<file path="src/rtl/uart_cfg_pkg.sv">
// ----------------------------------------------------------------------------
// uart_cfg_pkg : shared types and constants for the UART baudrate config path
// Rev 1.0
// ----------------------------------------------------------------------------
`default_nettype none

package uart_cfg_pkg;

  typedef enum logic [2:0] {
    ST_IDLE    = 3'd0,
    ST_QUIESCE = 3'd1,
    ST_ALIGN   = 3'd2,
    ST_ARM     = 3'd3,
    ST_LATCH   = 3'd4,
    ST_VERIFY  = 3'd5
  } state_t;

  localparam logic [1:0] ERR_NONE     = 2'b00;
  localparam logic [1:0] ERR_TIMEOUT  = 2'b01;
  localparam logic [1:0] ERR_MISMATCH = 2'b10;

  localparam logic [11:0] C_DEFAULT_PERIOD = 12'd215;
  localparam logic [7:0]  C_DEFAULT_COMP   = 8'h77;
  localparam int          C_MEAS_W         = 17;

  // Bit period in clocks: (U+D)*(P+1)+U, or P+1 when no compensation is set.
  function automatic logic [16:0] expected_period(input logic [11:0] period,
                                                  input logic [7:0]  comp);
    logic [16:0] up;
    logic [16:0] ud;
    logic [16:0] p1;
    up = {13'd0, comp[7:4]};
    ud = up + {13'd0, comp[3:0]};
    p1 = {5'd0, period} + 17'd1;
    if (ud == 17'd0) begin
      return p1;
    end
    return (ud * p1) + up;
  endfunction

endpackage

`default_nettype wire

</file>
<file path="src/rtl/bit_period_meter.sv">
// ----------------------------------------------------------------------------
// bit_period_meter : saturating clock counter between two baud pulses
// Rev 1.0
// ----------------------------------------------------------------------------
`default_nettype none

module bit_period_meter #(
  parameter int W = 17
) (
  input  logic         clk,
  input  logic         rst,
  input  logic         start,
  input  logic         run,
  output logic [W-1:0] count
);

  logic [W-1:0] r_count;

  // The start cycle itself counts as the first clock of the period.
  always_ff @(posedge clk) begin
    if (rst) begin
      r_count <= '0;
    end else if (start) begin
      r_count <= W'(1);
    end else if (run && (r_count != '1)) begin
      r_count <= r_count + W'(1);
    end
  end

  assign count = r_count;

endmodule

`default_nettype wire

</file>
<file path="src/rtl/baud_cfg_sequencer.sv">
// ----------------------------------------------------------------------------
// baud_cfg_sequencer : applies runtime baudrate changes at a clean bit boundary
// Optional period check built with `define BAUD_CFG_VERIFY_EN.  Rev 1.0
// ----------------------------------------------------------------------------
`default_nettype none

module baud_cfg_sequencer
  import uart_cfg_pkg::*;
#(
  parameter logic [11:0] DEFAULT_PERIOD = C_DEFAULT_PERIOD,
  parameter logic [7:0]  DEFAULT_COMP   = C_DEFAULT_COMP,
  parameter logic [19:0] IDLE_TIMEOUT   = 20'd1000000,
  parameter logic [7:0]  TOL_CLKS       = 8'd4
) (
  input  logic        clk,
  input  logic        rst,
  input  logic        cfg_valid_i,
  output logic        cfg_ready_o,
  input  logic [11:0] cfg_period_i,
  input  logic [7:0]  cfg_comp_i,
  input  logic        tx_busy_i,
  input  logic        rx_busy_i,
  output logic        uart_hold_o,
  input  logic        baud_sig_i,
  output logic [11:0] acq_period_o,
  output logic [7:0]  bit_comp_o,
  output logic        done_o,
  output logic        err_o,
  output logic [1:0]  err_code_o,
  output logic [16:0] meas_period_o
);

  state_t      r_state;
  logic [11:0] r_shadow_period;
  logic [7:0]  r_shadow_comp;
  logic [19:0] r_tmo;
  logic        w_tmo_hit;

  assign w_tmo_hit = ({1'b0, r_tmo} + 21'd1) >= {1'b0, IDLE_TIMEOUT};

`ifdef BAUD_CFG_VERIFY_EN
  logic [C_MEAS_W-1:0] w_count;
  logic [16:0]         w_exp;
  logic [16:0]         w_diff;
  logic                w_ok;
  logic [16:0]         r_meas;

  bit_period_meter #(
    .W (C_MEAS_W)
  ) u_meter (
    .clk   (clk),
    .rst   (rst),
    .start (r_state == ST_LATCH && baud_sig_i),
    .run   (r_state == ST_VERIFY),
    .count (w_count)
  );

  assign w_exp  = expected_period(r_shadow_period, r_shadow_comp);
  assign w_diff = (w_count >= w_exp) ? (w_count - w_exp) : (w_exp - w_count);
  // A saturated counter means the pulse never came in range: always a mismatch.
  assign w_ok   = (w_count != '1) && (w_diff <= {9'd0, TOL_CLKS});

  always_ff @(posedge clk) begin
    if (rst) begin
      r_meas <= '0;
    end else if (r_state == ST_VERIFY && baud_sig_i) begin
      r_meas <= w_count;
    end
  end

  assign meas_period_o = r_meas;
`else
  logic w_unused_tol;
  assign w_unused_tol  = ^TOL_CLKS;
  assign meas_period_o = '0;
`endif

  always_ff @(posedge clk) begin
    if (rst) begin
      r_state         <= ST_IDLE;
      cfg_ready_o     <= 1'b1;
      uart_hold_o     <= 1'b0;
      done_o          <= 1'b0;
      err_o           <= 1'b0;
      err_code_o      <= ERR_NONE;
      acq_period_o    <= DEFAULT_PERIOD;
      bit_comp_o      <= DEFAULT_COMP;
      r_shadow_period <= DEFAULT_PERIOD;
      r_shadow_comp   <= DEFAULT_COMP;
      r_tmo           <= '0;
    end else begin
      done_o <= 1'b0;
      err_o  <= 1'b0;
      case (r_state)
        ST_IDLE: begin
          // Ready returns one cycle after the done/err pulse.
          cfg_ready_o <= 1'b1;
          if (cfg_valid_i && cfg_ready_o) begin
            r_shadow_period <= cfg_period_i;
            r_shadow_comp   <= cfg_comp_i;
            err_code_o      <= ERR_NONE;
            cfg_ready_o     <= 1'b0;
            uart_hold_o     <= 1'b1;
            r_tmo           <= '0;
            r_state         <= ST_QUIESCE;
          end
        end
        ST_QUIESCE: begin
          if (!tx_busy_i && !rx_busy_i) begin
            r_state <= ST_ALIGN;
          end else if (w_tmo_hit) begin
            err_o       <= 1'b1;
            err_code_o  <= ERR_TIMEOUT;
            uart_hold_o <= 1'b0;
            r_state     <= ST_IDLE;
          end else begin
            r_tmo <= r_tmo + 20'd1;
          end
        end
        ST_ALIGN: begin
          if (baud_sig_i) begin
            acq_period_o <= r_shadow_period;
            bit_comp_o   <= r_shadow_comp;
            r_state      <= ST_LATCH;
          end
        end
        ST_LATCH: begin
          if (baud_sig_i) begin
`ifdef BAUD_CFG_VERIFY_EN
            r_state <= ST_VERIFY;
`else
            done_o      <= 1'b1;
            uart_hold_o <= 1'b0;
            r_state     <= ST_IDLE;
`endif
          end
        end
`ifdef BAUD_CFG_VERIFY_EN
        ST_VERIFY: begin
          if (baud_sig_i) begin
            uart_hold_o <= 1'b0;
            r_state     <= ST_IDLE;
            if (w_ok) begin
              done_o <= 1'b1;
            end else begin
              err_o      <= 1'b1;
              err_code_o <= ERR_MISMATCH;
            end
          end
        end
`endif
        default: begin
          uart_hold_o <= 1'b0;
          r_state     <= ST_IDLE;
        end
      endcase
    end
  end

endmodule

`default_nettype wire

</file>
<file path="config.mk">
export PLATFORM = sky130hd
export DESIGN_NAME = baud_cfg_sequencer
export DESIGN_NICKNAME = d
export VERILOG_FILES = /design/src/rtl/uart_cfg_pkg.sv /design/src/rtl/bit_period_meter.sv /design/src/rtl/baud_cfg_sequencer.sv
export SDC_FILE = /design/constraint.sdc
export NUM_CORES = 1
export LEC_CHECK = 0
export BUFFER_PORTS_ARGS = -buffer_cell sky130_fd_sc_hd__buf_2
export CORE_UTILIZATION = 51
export CTS_CLUSTER_DIAMETER = 30
export CTS_CLUSTER_SIZE = 10
export DETAILED_ROUTE_END_ITERATION = 8
export PLACE_DENSITY = 0.78
export SLEW_MARGIN = 30
export SYNTH_ARGS = -nofsm -noshare
export SYNTH_HDL_FRONTEND = slang
export SYNTH_HIERARCHICAL = 1
export SYNTH_SLANG_ARGS = --single-unit
</file>
<file path="constraint.sdc">
create_clock -name clk -period 2.9 [get_ports clk]
set_input_delay 0.29 -clock clk [delete_from_list [all_inputs] [get_ports clk]]
set_output_delay 0.29 -clock clk [all_outputs]
set_load 0.03 [all_outputs]
</file>
==> results.toml <==
[final_layout]
final_cell_mix = "77 x nand2_1, 68 x dfxtp_1, 50 x buf_2"
fin_area_um2 = 3930
fin_cells = 551
drive_gt1_frac = 0.207
area_delta_synth_final_pct = 15.4
fin_nets = 496
antenna_cells = 0
final_common_cell = "nand2_1"

[clock_network]
cts_tree = "done"
clock-sinks = 68
cts_buffers = 9
cts_buffer_depth = 2
cts-hold-fix-buffers = 0
cts_setup_buffers = 0
clock_latency_ns = 0.35
cts_root_buf = "clkbuf_8"
cts.clk_slew.worst_paths_ns = 0.08
h-tree-depth = 3

[worst_setup_path]
path_class = "flop to flop"
cp.required_ns = 3.18
critPathSlowestCell = "or4_4"
critPathMostFrequentCell = "mux2i_1"
path_cells = "ha_2, nand4_2, or4_4, nand3b_1, mux2i_1, o211a_2, buf_4, nor4_1, mux2i_1"
cp_slowest_stage_delay_ns = 0.58
startpoint_type = "flop"
r2r_slack_ns = 0.17
crit_path_max_fanout = 12
r2r_end = "r_tmo[11]$_SDFFE_PP0P_"
worstReg2RegStart = "r_tmo[1]$_SDFFE_PP0P_"
crit_arrival_ns = 3.01
endpoint_kind = "flop"
reg2regPathDepth = 9

[global_route]
grt.overflow.total = 0
grt_pass1_wl_um = 13600
antenna_found_initial = 0
track_usage = 0.241
grt_max_degree = 28
grt_pass1_vias = 2904

[min_path]
min_to = "r_shadow_period[1]$_SDFFE_PP1P_"
hold_path.class = "input port to flop"
worstHoldStart = "cfg_period_i[1]"
min_path_cells = 3

[timing]
relSlewSlack = 0.577
fmax_ghz = 0.367
rsz0062_at_grt = "no"
worst_pin_slew_ns = 0.632
setup_viol = 0
fin_crit_sh = 0.940
tns_ns = 0
skew_ns = 0.0101
layout_min_cycle_time_ns = 2.73
timing_hold_violations_final = 0
layout_setup_ws_ns = 0.173
drv_slew = 0

[yosys]
synth_area_um2 = 3410
syn_avg_cell_area_um2 = 8.05
synth_seq_cells = 68
synth_warnings = 6
seq_area_frac_synth = 0.400
netlist_instances = 423
ys_types = 47

[floorplan]
die_x_um = 83.7
initial_core_util = 0.534
ioPinCount = 69
die-area_um2 = 7010
fp.dieH_um = 83.7
core_um2 = 6390
num_rows = 29

[routing]
drc = 0
dr.pass1.iters = 4
drt-total-wl_um = 8090
wl_per_cell_um = 14.7
drt_iter0_drc = 259
drtAntennaViolNets = 0
via_per_inst = 5.79
num_vias = 3189

[placement]
gp_congestion = 0.929
port_buffers = 50
place_inst = 535
pre_cts_ws_ns = 0.0450
hpwl_um = 5560
placed_cell_area_um2 = 3690

[power]
p_per_area_nw_per_um2 = 564
vdd_drop_max_uv = 429
p_leak_nw = 1.52

[outcome]
status = "complete, no violations"

[flow_run]
drv_cap = 0
cell usage after synthesis (all sizes together):
master / number / area (µm²)
a2111o: 2 / 22.5
a2111oi: 1 / 15.0
a211o: 2 / 17.5
a211oi: 1 / 7.51
a21oi: 24 / 120
a31oi: 3 / 18.8
a32oi: 1 / 8.76
and2: 2 / 12.5
and3: 3 / 18.8
and3b: 1 / 8.76
and4: 3 / 26.3
buf: 29 / 200
clkbuf: 23 / 88.8
conb: 1 / 3.75
dfxtp: 68 / 1360
ha: 1 / 12.5
inv: 2 / 7.51
mux2i: 28 / 280
nand2: 77 / 289
nand2b: 1 / 6.26
nand3: 28 / 140
nand3b: 3 / 22.5
nand4: 18 / 134
nor2: 30 / 113
nor2b: 1 / 6.26
nor3: 12 / 60.1
nor3b: 3 / 22.5
nor4: 11 / 68.8
o2111ai: 1 / 8.76
o211a: 1 / 10.0
o211ai: 8 / 60.1
o21ai: 10 / 50.1
o221a: 1 / 11.3
o311ai: 2 / 17.5
o31ai: 4 / 30.0
o32a: 1 / 10.0
or2: 3 / 18.8
or3: 5 / 31.3
or4: 3 / 22.5
xnor2: 3 / 26.3
xor2: 2 / 17.5
kinds of logic after synthesis:
| family | after synthesis | synth area share |
|---|---|---|
| and+or+nand+nor | 204 | 0.294 |
| DFF | 68 | 0.400 |
| AOI/OAI and AO/OA | 62 | 0.120 |
| buffers and inverters | 54 | 0.0870 |
| muxes | 28 | 0.0823 |
| xor gates and xnor gates | 5 | 0.0129 |
| adders and majority gates | 1 | 0.00367 |
| other | 1 | 0.00110 |
where the power goes:
part | switching (mW) | leakage (nW) | internal (mW)
registers | 0.0334 | 0.554 | 0.985
logic | 0.218 | 0.860 | 0.100
clock network | 0.391 | 0.110 | 0.490
area by class of cell:
type,count,area [µm²]
Clock buffer,9,124
Inverter,2,7.51
Fill cell,571,2450
Multi-Input combinational cell,318,1830
Tap cell,77,96.3
Sequential cell,68,1360
Timing Repair Buffer,70,413
Clock inverter,7,98.8
state kept, by name (all words and copies together) (netlist names):
name             count
r_tmo               20
acq_period_o        12
r_shadow_period     12
bit_comp_o           8
r_shadow_comp        8
r_state              3
cfg_ready_o          1
done_o               1
err_code_o           1
err_o                1
uart_hold_o          1
timing repair:
| item | CTS | global route |
|---|---|---|
| setup endpoints to repair | 0 | 13 |
| hold endpoints to repair | 0 | 0 |
| gates resized for setup | 0 | 5 |
worst max-delay path, delay by kind of cell, from the launching register on:
family | cells | cell delay (ns)
buf+inv | 1 | 0.18
compound gates | 1 | 0.38
fa+ha+maj | 1 | 0.26
simple gates | 4 | 1.11
flops | 1 | 0.44
mux | 2 | 0.30
stage by stage:
stage          hold slack [ns]  total power [mW]  utilization
2_1_floorplan            0.414              1.27            -
3_3_place_gp             0.441              1.35        0.578
3_5_place_dp             0.447              1.35        0.578
4_1_cts                  0.137              2.23        0.613
5_1_grt                  0.148              2.31        0.616
6_report                 0.148              2.22        0.616
layer usage:
layer,vias up,wire length (µm),part of all wire,global-route usage
met3,17,377,0.047,0.0534
met1,1517,3740,0.46,0.316
met4,0,163,0.020,0.123
met2,93,3810,0.47,0.375
met5,-,0,0,0
li1,1562,-,-,-
worst max-delay path by stage:
stage | start | endpoint | slack (ns) | depth (start not counted)
final | r_tmo[1]$_SDFFE_PP0P_ | r_tmo[11]$_SDFFE_PP0P_ | 0.17 | 9
after global routing | r_tmo[1]$_SDFFE_PP0P_ | r_tmo[11]$_SDFFE_PP0P_ | 0.01 | 10
after CTS | r_tmo[1]$_SDFFE_PP0P_ | r_tmo[11]$_SDFFE_PP0P_ | 0.03 | 10
after detailed placement | r_tmo[1]$_SDFFE_PP0P_ | r_tmo[11]$_SDFFE_PP0P_ | 0.04 | 10
after global placement | r_tmo[8]$_SDFFE_PP0P_ | r_tmo[11]$_SDFFE_PP0P_ | 0.15 | 9
after floorplan | r_tmo[0]$_SDFFE_PP0P_ | r_tmo[6]$_SDFFE_PP0P_ | 0.30 | 10
Power figures use the tool's default switching activity.
